$ cat src/rtl/shazam_pkg.sv
// -----------------------------------------------------------------------------
// shazam_pkg
// Shared constants and types for the maxima reporting path.
//   NUM_MAXIMAS      : number of peak bins in one maxima set
//   MAXIMA_W         : width of one peak bin
//   BYTES_PER_MAXIMA : each maximum goes on the wire as a 32-bit word
//   FRAME_SYNC       : first byte of every frame, used by the host to align
//   BYTE_CNT_W       : width of the frame byte counter
//   tx_state_t       : frame sequencer states
//   maxima_set_t     : one complete maxima set, index 0..NUM_MAXIMAS-1
// -----------------------------------------------------------------------------
package shazam_pkg;

  localparam int         NUM_MAXIMAS      = 16;
  localparam int         MAXIMA_W         = 25;
  localparam int         BYTES_PER_MAXIMA = 4;
  localparam logic [7:0] FRAME_SYNC       = 8'hA5;
  localparam int         BYTE_CNT_W       = 7;

  typedef enum logic [2:0] {
    IDLE,
    START,
    DATA,
    STOP,
    DONE
  } tx_state_t;

  typedef logic [NUM_MAXIMAS-1:0][MAXIMA_W-1:0] maxima_set_t;

endpackage

$ cat src/rtl/uart_tx_byte.sv
// -----------------------------------------------------------------------------
// uart_tx_byte
// 8N1 byte serializer: 1 start bit (0), 8 data bits LSB first, 1 stop bit (1),
// each held for exactly CLKS_PER_BIT clock cycles. Line idles high.
//
// Handshake: a byte is accepted on the edge where start && ready. ready is high
// while idle and also during the final cycle of the stop bit, so a caller that
// keeps feeding bytes gets them back-to-back with no idle gap.
//
// Ports
//   clk      : system clock
//   reset    : synchronous, active-low reset
//   start    : request to send data (accepted when ready)
//   data     : byte to send
//   ready    : engine can accept a byte on this edge
//   bit_done : last cycle of the bit currently on the line
//   bit_idx  : bit on the line: 0 = start, 1..8 = data 0..7, 9 = stop
//   tx       : serial output
// -----------------------------------------------------------------------------
module uart_tx_byte #(
  parameter int CLKS_PER_BIT = 434
) (
  input  logic       clk,
  input  logic       reset,
  input  logic       start,
  input  logic [7:0] data,
  output logic       ready,
  output logic       bit_done,
  output logic [3:0] bit_idx,
  output logic       tx
);

  localparam int               CNT_W    = $clog2(CLKS_PER_BIT);
  localparam logic [CNT_W-1:0] CNT_LAST = CNT_W'(CLKS_PER_BIT - 1);
  localparam logic [3:0]       IDX_STOP = 4'd9;

  logic             active;
  logic [CNT_W-1:0] clk_cnt;
  // Whole character including start/stop bits; bit 0 is always on the line.
  // Ones shift in from the top, so the line rests high after the stop bit.
  logic [9:0]       shift;

  assign bit_done = active && (clk_cnt == CNT_LAST);
  assign ready    = !active || (bit_done && (bit_idx == IDX_STOP));
  assign tx       = shift[0];

  // NOTE: sequential state uses non-blocking assignments only, so every
  // register samples the pre-edge values regardless of statement order.
  always_ff @(posedge clk) begin
    if (!reset) begin
      active  <= 1'b0;
      clk_cnt <= '0;
      bit_idx <= '0;
      shift   <= '1;
    end else if (start && ready) begin
      active  <= 1'b1;
      clk_cnt <= '0;
      bit_idx <= '0;
      shift   <= {1'b1, data, 1'b0};
    end else if (bit_done) begin
      clk_cnt <= '0;
      shift   <= {1'b1, shift[9:1]};
      if (bit_idx == IDX_STOP) begin
        active  <= 1'b0;
        bit_idx <= '0;
      end else begin
        bit_idx <= bit_idx + 4'd1;
      end
    end else if (active) begin
      clk_cnt <= clk_cnt + 1'b1;
    end
  end

endmodule

$ cat src/rtl/maxima_uart_tx.sv
// -----------------------------------------------------------------------------
// maxima_uart_tx
// Ships each new maxima set from shazam_core to a host over a UART.
//
// Frame: FRAME_SYNC, then maxima 0..15, each zero-extended to 32 bits and sent
// MSB byte first, then (optional) an XOR checksum of the 64 payload bytes.
// A 0->1 transition on maximas_found_active while idle snapshots the set; the
// sync start bit goes out on the following edge. Transitions that arrive while
// a frame is in flight are discarded and reported on dropped.
//
// Build option
//   MAXIMA_TX_CHECKSUM_EN : when defined, append the checksum byte (66 bytes);
//                           otherwise the frame ends after maxima 15 byte 0.
//
// Ports
//   clk                  : system clock (MAX10_CLK1_50 domain)
//   reset                : synchronous, active-low reset
//   maximas              : 16 x 25-bit peak bins
//   maximas_found_active : maxima-set-valid level
//   uart_tx              : serial line, 8N1, LSB first, idle high
//   busy                 : frame in flight (snapshot edge through DONE)
//   frame_done           : one-cycle pulse after the last stop bit
//   dropped              : one-cycle pulse for a set that arrived while busy
// -----------------------------------------------------------------------------
module maxima_uart_tx
  import shazam_pkg::*;
#(
  parameter int CLKS_PER_BIT = 434
) (
  input  logic                                 clk,
  input  logic                                 reset,
  input  logic [NUM_MAXIMAS-1:0][MAXIMA_W-1:0] maximas,
  input  logic                                 maximas_found_active,
  output logic                                 uart_tx,
  output logic                                 busy,
  output logic                                 frame_done,
  output logic                                 dropped
);

  localparam int NUM_PAYLOAD = NUM_MAXIMAS * BYTES_PER_MAXIMA;
`ifdef MAXIMA_TX_CHECKSUM_EN
  localparam int NUM_BYTES = NUM_PAYLOAD + 2;
`else
  localparam int NUM_BYTES = NUM_PAYLOAD + 1;
`endif
  localparam logic [BYTE_CNT_W-1:0] BYTES_TOTAL  = BYTE_CNT_W'(NUM_BYTES);
  localparam logic [BYTE_CNT_W-1:0] PAYLOAD_LAST = BYTE_CNT_W'(NUM_PAYLOAD);
  localparam logic [3:0]            IDX_DATA7    = 4'd8;

  tx_state_t state, state_next;

  logic                  active_q;
  logic                  rise;
  maxima_set_t           snap;
  logic [BYTE_CNT_W-1:0] byte_cnt;   // bytes handed to the serializer so far
  logic                  more_bytes;
  logic                  load;
  logic [7:0]            byte_data;
  logic [NUM_PAYLOAD*8-1:0] payload;
  logic [5:0]            payload_sel;
  logic                  payload_load;

  logic       eng_ready;
  logic       eng_bit_done;
  logic [3:0] eng_bit_idx;

`ifdef MAXIMA_TX_CHECKSUM_EN
  logic [7:0] checksum;
`endif

  // ---------------------------------------------------------------------------
  // Edge detection. The previous-value register keeps sampling during reset,
  // so a level already high at release is not mistaken for a new set.
  // ---------------------------------------------------------------------------
  always_ff @(posedge clk) begin
    active_q <= maximas_found_active;
  end

  assign rise = maximas_found_active && !active_q;

  // ---------------------------------------------------------------------------
  // Snapshot of the maxima set, taken only on an accepted edge in IDLE.
  // ---------------------------------------------------------------------------
  // NOTE: pure data storage is left without reset; it is always written
  // before it is read, and skipping the reset keeps it off the reset tree.
  always_ff @(posedge clk) begin
    if ((state == IDLE) && rise) begin
      snap <= maximas;
    end
  end

  // ---------------------------------------------------------------------------
  // Frame sequencer: state register
  // ---------------------------------------------------------------------------
  always_ff @(posedge clk) begin
    if (!reset) begin
      state <= IDLE;
    end else begin
      state <= state_next;
    end
  end

  assign more_bytes = (byte_cnt < BYTES_TOTAL);

  // ---------------------------------------------------------------------------
  // Frame sequencer: next state. The states track what the serializer has on
  // the line; START also covers the single loading cycle before the sync byte.
  // ---------------------------------------------------------------------------
  // NOTE: every combinational output gets a default at the top of the block,
  // so no path can leave it unassigned and infer a latch.
  always_comb begin
    state_next = state;
    case (state)
      IDLE:  if (rise) state_next = START;
      START: if (eng_bit_done) state_next = DATA;
      DATA:  if (eng_bit_done && (eng_bit_idx == IDX_DATA7)) state_next = STOP;
      STOP:  if (eng_bit_done) state_next = more_bytes ? START : DONE;
      DONE:  state_next = IDLE;
      default: state_next = IDLE;
    endcase
  end

  // ---------------------------------------------------------------------------
  // Frame sequencer: outputs. The next byte is handed over during the last
  // cycle of the previous stop bit, which keeps bytes back-to-back.
  // ---------------------------------------------------------------------------
  always_comb begin
    busy       = (state != IDLE);
    frame_done = (state == DONE);
    load       = eng_ready && ((state == START) || ((state == STOP) && more_bytes));
  end

  // ---------------------------------------------------------------------------
  // Byte selection. Maximum m occupies payload bytes 4m..4m+3, MSB first; the
  // flat vector puts payload byte 0 in its top byte.
  // ---------------------------------------------------------------------------
  always_comb begin
    payload = '0;
    for (int m = 0; m < NUM_MAXIMAS; m++) begin
      payload[(NUM_MAXIMAS-1-m)*32 +: 32] = 32'(snap[m]);
    end
  end

  // Payload byte j = byte_cnt - 1 lives at byte position 63 - j = ~j.
  assign payload_sel  = 6'(byte_cnt - 7'd1);
  assign payload_load = load && (byte_cnt != '0) && (byte_cnt <= PAYLOAD_LAST);

  always_comb begin
    byte_data = payload[{~payload_sel, 3'b000} +: 8];
    if (byte_cnt == '0) begin
      byte_data = FRAME_SYNC;
    end
`ifdef MAXIMA_TX_CHECKSUM_EN
    else if (byte_cnt > PAYLOAD_LAST) begin
      byte_data = checksum;
    end
`endif
  end

  // ---------------------------------------------------------------------------
  // Byte counter, checksum and dropped pulse
  // ---------------------------------------------------------------------------
  always_ff @(posedge clk) begin
    if (!reset) begin
      byte_cnt <= '0;
      dropped  <= 1'b0;
    end else begin
      dropped <= rise && (state != IDLE);
      if ((state == IDLE) && rise) begin
        byte_cnt <= '0;
      end else if (load) begin
        byte_cnt <= byte_cnt + 7'd1;
      end
    end
  end

`ifdef MAXIMA_TX_CHECKSUM_EN
  always_ff @(posedge clk) begin
    if (!reset) begin
      checksum <= '0;
    end else if ((state == IDLE) && rise) begin
      checksum <= '0;
    end else if (payload_load) begin
      checksum <= checksum ^ byte_data;
    end
  end
`else
  // Only the checksum accumulator consumes this qualifier.
  logic unused_payload_load;
  assign unused_payload_load = payload_load;
`endif

  // ---------------------------------------------------------------------------
  // Serializer
  // ---------------------------------------------------------------------------
  uart_tx_byte #(
    .CLKS_PER_BIT (CLKS_PER_BIT)
  ) u_byte (
    .clk      (clk),
    .reset    (reset),
    .start    (load),
    .data     (byte_data),
    .ready    (eng_ready),
    .bit_done (eng_bit_done),
    .bit_idx  (eng_bit_idx),
    .tx       (uart_tx)
  );

endmodule

$ cat config.mk
export PLATFORM = sky130hd
export DESIGN_NAME = maxima_uart_tx
export DESIGN_NICKNAME = d
export VERILOG_FILES = /design/src/rtl/shazam_pkg.sv /design/src/rtl/uart_tx_byte.sv /design/src/rtl/maxima_uart_tx.sv
export SDC_FILE = /design/constraint.sdc
export NUM_CORES = 1
export LEC_CHECK = 0
export CORE_AREA = 2 2 200 202
export DETAILED_ROUTE_END_ITERATION = 10
export DIE_AREA = 0 0 202 204
export PLACE_DENSITY_LB_ADDON = 0.3
export SLEW_MARGIN = 20
export SYNTH_ARGS = -nofsm -noshare
export SYNTH_HDL_FRONTEND = slang
export SYNTH_SLANG_ARGS = --single-unit
$ cat constraint.sdc
create_clock -name clk -period 32.6 [get_ports clk]
set_clock_uncertainty 0.05 [all_clocks]
set_input_delay 8.15 -clock clk [delete_from_list [all_inputs] [get_ports clk]]
set_output_delay 8.15 -clock clk [all_outputs]
set_load 0.005 [all_outputs]
==> flow_metrics.py <==
metrics = {
    "timing": {
        "tightest_slew_ps": 1100,
        "slew_violations": 0,
        "hold_viol": 0,
        "max_slew_margin": 0.268,
        "hold_ws_ps": 425,
        "max_freq_ghz": 0.0891,
        "final-setup-viol-count": 0,
        "rsz0062_at_grt": "false",
        "min_period_ps": 11220,
        "fin_crit_sh": 0.344,
        "setup_slack_ps": 21380,
        "setup_tns_ps": 0,
    },
    "run": {
        "maxCapViolCount": 0,
    },
    "yosys": {
        "synth_most_common_cell": "edfxtp_1",
        "synthFlopType": "edfxtp_1",
        "synthTopCellsByCount": "edfxtp_1, nand2_1, mux4_2",
        "syn_area_um2": 17400,
        "netlist.area_leader.share": 0.689,
        "syn_area_per_cell_um2": 16.8,
        "synth_seq_cells": 435,
        "synth_edf_count": 400,
        "synth_area_leader_cell": "edfxtp_1",
        "ys_async_sr_fraction": 0,
        "synthDistinctLibCells": 61,
        "syn_nets": 1444,
        "yosysSeqAreaShare": 0.729,
        "synth_area_leaders": "edfxtp_1, mux4_2, dfxtp_1",
        "synthCells": 1036,
        "yosysWarnings": 0,
    },
    "die": {
        "ios": 407,
        "start_util": 0.445,
        "fp.dieW_um": 202,
        "die_height_um": 204,
        "core_region_area_um2": 39200,
        "row_count": 73,
        "die-area_um2": 41200,
    },
    "critical_path": {
        "crit_family": "buffers and inverters",
        "cp_slowest_cell": "buf_4",
        "startpoint": "maximas_found_active",
        "cp-start-kind": "primary input",
        "arrival_ps": 11360,
        "critPathMaxStageDelay_ps": 940,
        "crit_type": "primary input to register",
        "cp_num_buf_inv": 4,
        "critPathCaptureType": "register",
        "crit_chain": "clkdlybuf4s50_1 -> nor2b_1 -> nor2b_4 -> buf_12 -> buf_4 -> buf_4",
        "critPathRequiredTime_ps": 32730,
        "crit_fanout": 87,
        "worstReg2RegStart": "byte_cnt[0]",
        "critPathMostFrequentCell": "buf_4",
    },
    "layout": {
        "drive_gt1_frac": 0.113,
        "final_nets": 1861,
        "area_delta_synth_final_pct": 35.3,
        "utilization": 0.602,
    },
    "placed_design": {
        "post-dp-hpwl_um": 34200,
        "port_buffers": 406,
        "place_ws_ps": 20420,
        "gp_congestion": 0.791,
    },
    "routing": {
        "drtIter0Drc": 816,
        "drt-total-wl_um": 47800,
        "vias_per_cell": 5.39,
        "ant_nets": 0,
        "drc": 0,
        "drt-pass1-iter-count": 5,
        "wire_per_inst_um": 23.7,
        "dr_total_vias": 10900,
    },
    "global_routing": {
        "grt_first_pass_wirelength_um": 69600,
        "antenna_found_initial": 11,
        "first_global_vias": 11200,
        "grt_max_degree": 88,
        "grt_overflow": 0,
        "gr-usage-all-layers": 0.232,
    },
    "cts": {
        "cts_resized": 0,
        "clk_pin_slew_ps": 60,
        "cts_sinks": 435,
        "cts_hold_buf": 0,
        "tritoncts": "built",
        "cts_buffers": 46,
        "clock_path_buffers": 3,
        "insertion_delay_ps": 580,
        "postCtsSetupRepairBufs": 0,
        "root_buffer": "clkbuf_16",
        "htree_levels": 2,
    },
    "power_and_ir_drop": {
        "max-vdd-ir-drop_mv": 0.0356,
        "cellPowerDensity_nw_per_um2": 55.7,
        "p_total_mw": 1.31,
        "leakage_nw": 8.06,
    },
    "min_path": {
        "min_from": "u_byte.shift[6]",
        "min_path_type": "register to register",
    },
    "status": {
        "status": "finished clean",
    },
}
## cell usage in the layout (no fill, tap or decap), types with 20 or more instances in the layout
cell type | netlist | routed
nand2_1 | 84 | 84
edfxtp_1 | 400 | 400
clkdlybuf4s50_1 | 0 | 406
clkbuf_1 | 29 | 20
nand3_1 | 41 | 41
mux2i_1 | 46 | 46
a21oi_1 | 41 | 41
o21ai_0 | 20 | 20
mux4_2 | 68 | 68
clkbuf_16 | 0 | 47
nor2_1 | 45 | 45
dfxtp_1 | 35 | 34
## flip-flops by register name, summed over array words and instances, names as in the netlist
name,cells
dropped,1
u_byte.shift,9
u_byte.bit_idx,4
u_byte.clk_cnt,9
u_byte.active,1
active_q,1
state,3
byte_cnt,7
payload,400
## tightest hold or removal path, stage by stage, from the launching register on
cell      delay (ps)
dfxtp_1          330
nand2_1           50
o211ai_1          60
## path summary, 6_finish.rpt
path,to,slack (ps),depth (start not counted)
worst max-delay path,payload[465],21380,6
worst min-delay path,u_byte.shift[6],420,2
worst max register to register,u_byte.shift[2],28030,10
worst min register to register,u_byte.shift[6],420,2
## cells by family after synthesis
family,count (synthesis),share of synthesized area
DFF,435,0.729
and+or+nand+nor,252,0.0703
xor gates and xnor gates,22,0.0115
adders and majority gates,5,0.00359
AOI/OAI and AO/OA,134,0.0482
muxes,123,0.120
buffers and inverters,65,0.0169
## area by class of cell
class,instances,area [µm²]
timing repair buffer,424,4210
clock buffer,70,1290
tap,525,657
multi-input combinational,536,4450
fill,2974,15600
antenna,8,20.0
sequential,435,12700
clock inverter,15,190
inverter,10,37.5
## where the power goes
group          internal, mW  total [mW]  switching (mW)
Combinational        0.0776       0.148          0.0699
Sequential            0.640       0.648         0.00787
Clock                 0.306       0.517           0.211
## layer usage
layer / global-route usage / up-vias / wire length [µm]
li1: - / 4942 / -
met1: 0.286 / 5443 / 18400
met2: 0.403 / 433 / 24800
met3: 0.0536 / 72 / 3450
met4: 0.0790 / 6 / 1180
met5: 0 / - / 36
## metrics by stage
step / cells / area [µm²]
after floorplan: 1036 / 17400
after global placement: 1929 / 22100
after detailed placement: 1929 / 22100
after CTS: 2014 / 23500
after global routing: 2023 / 23600
final: 2023 / 23600
Power figures use the tool's default switching activity.
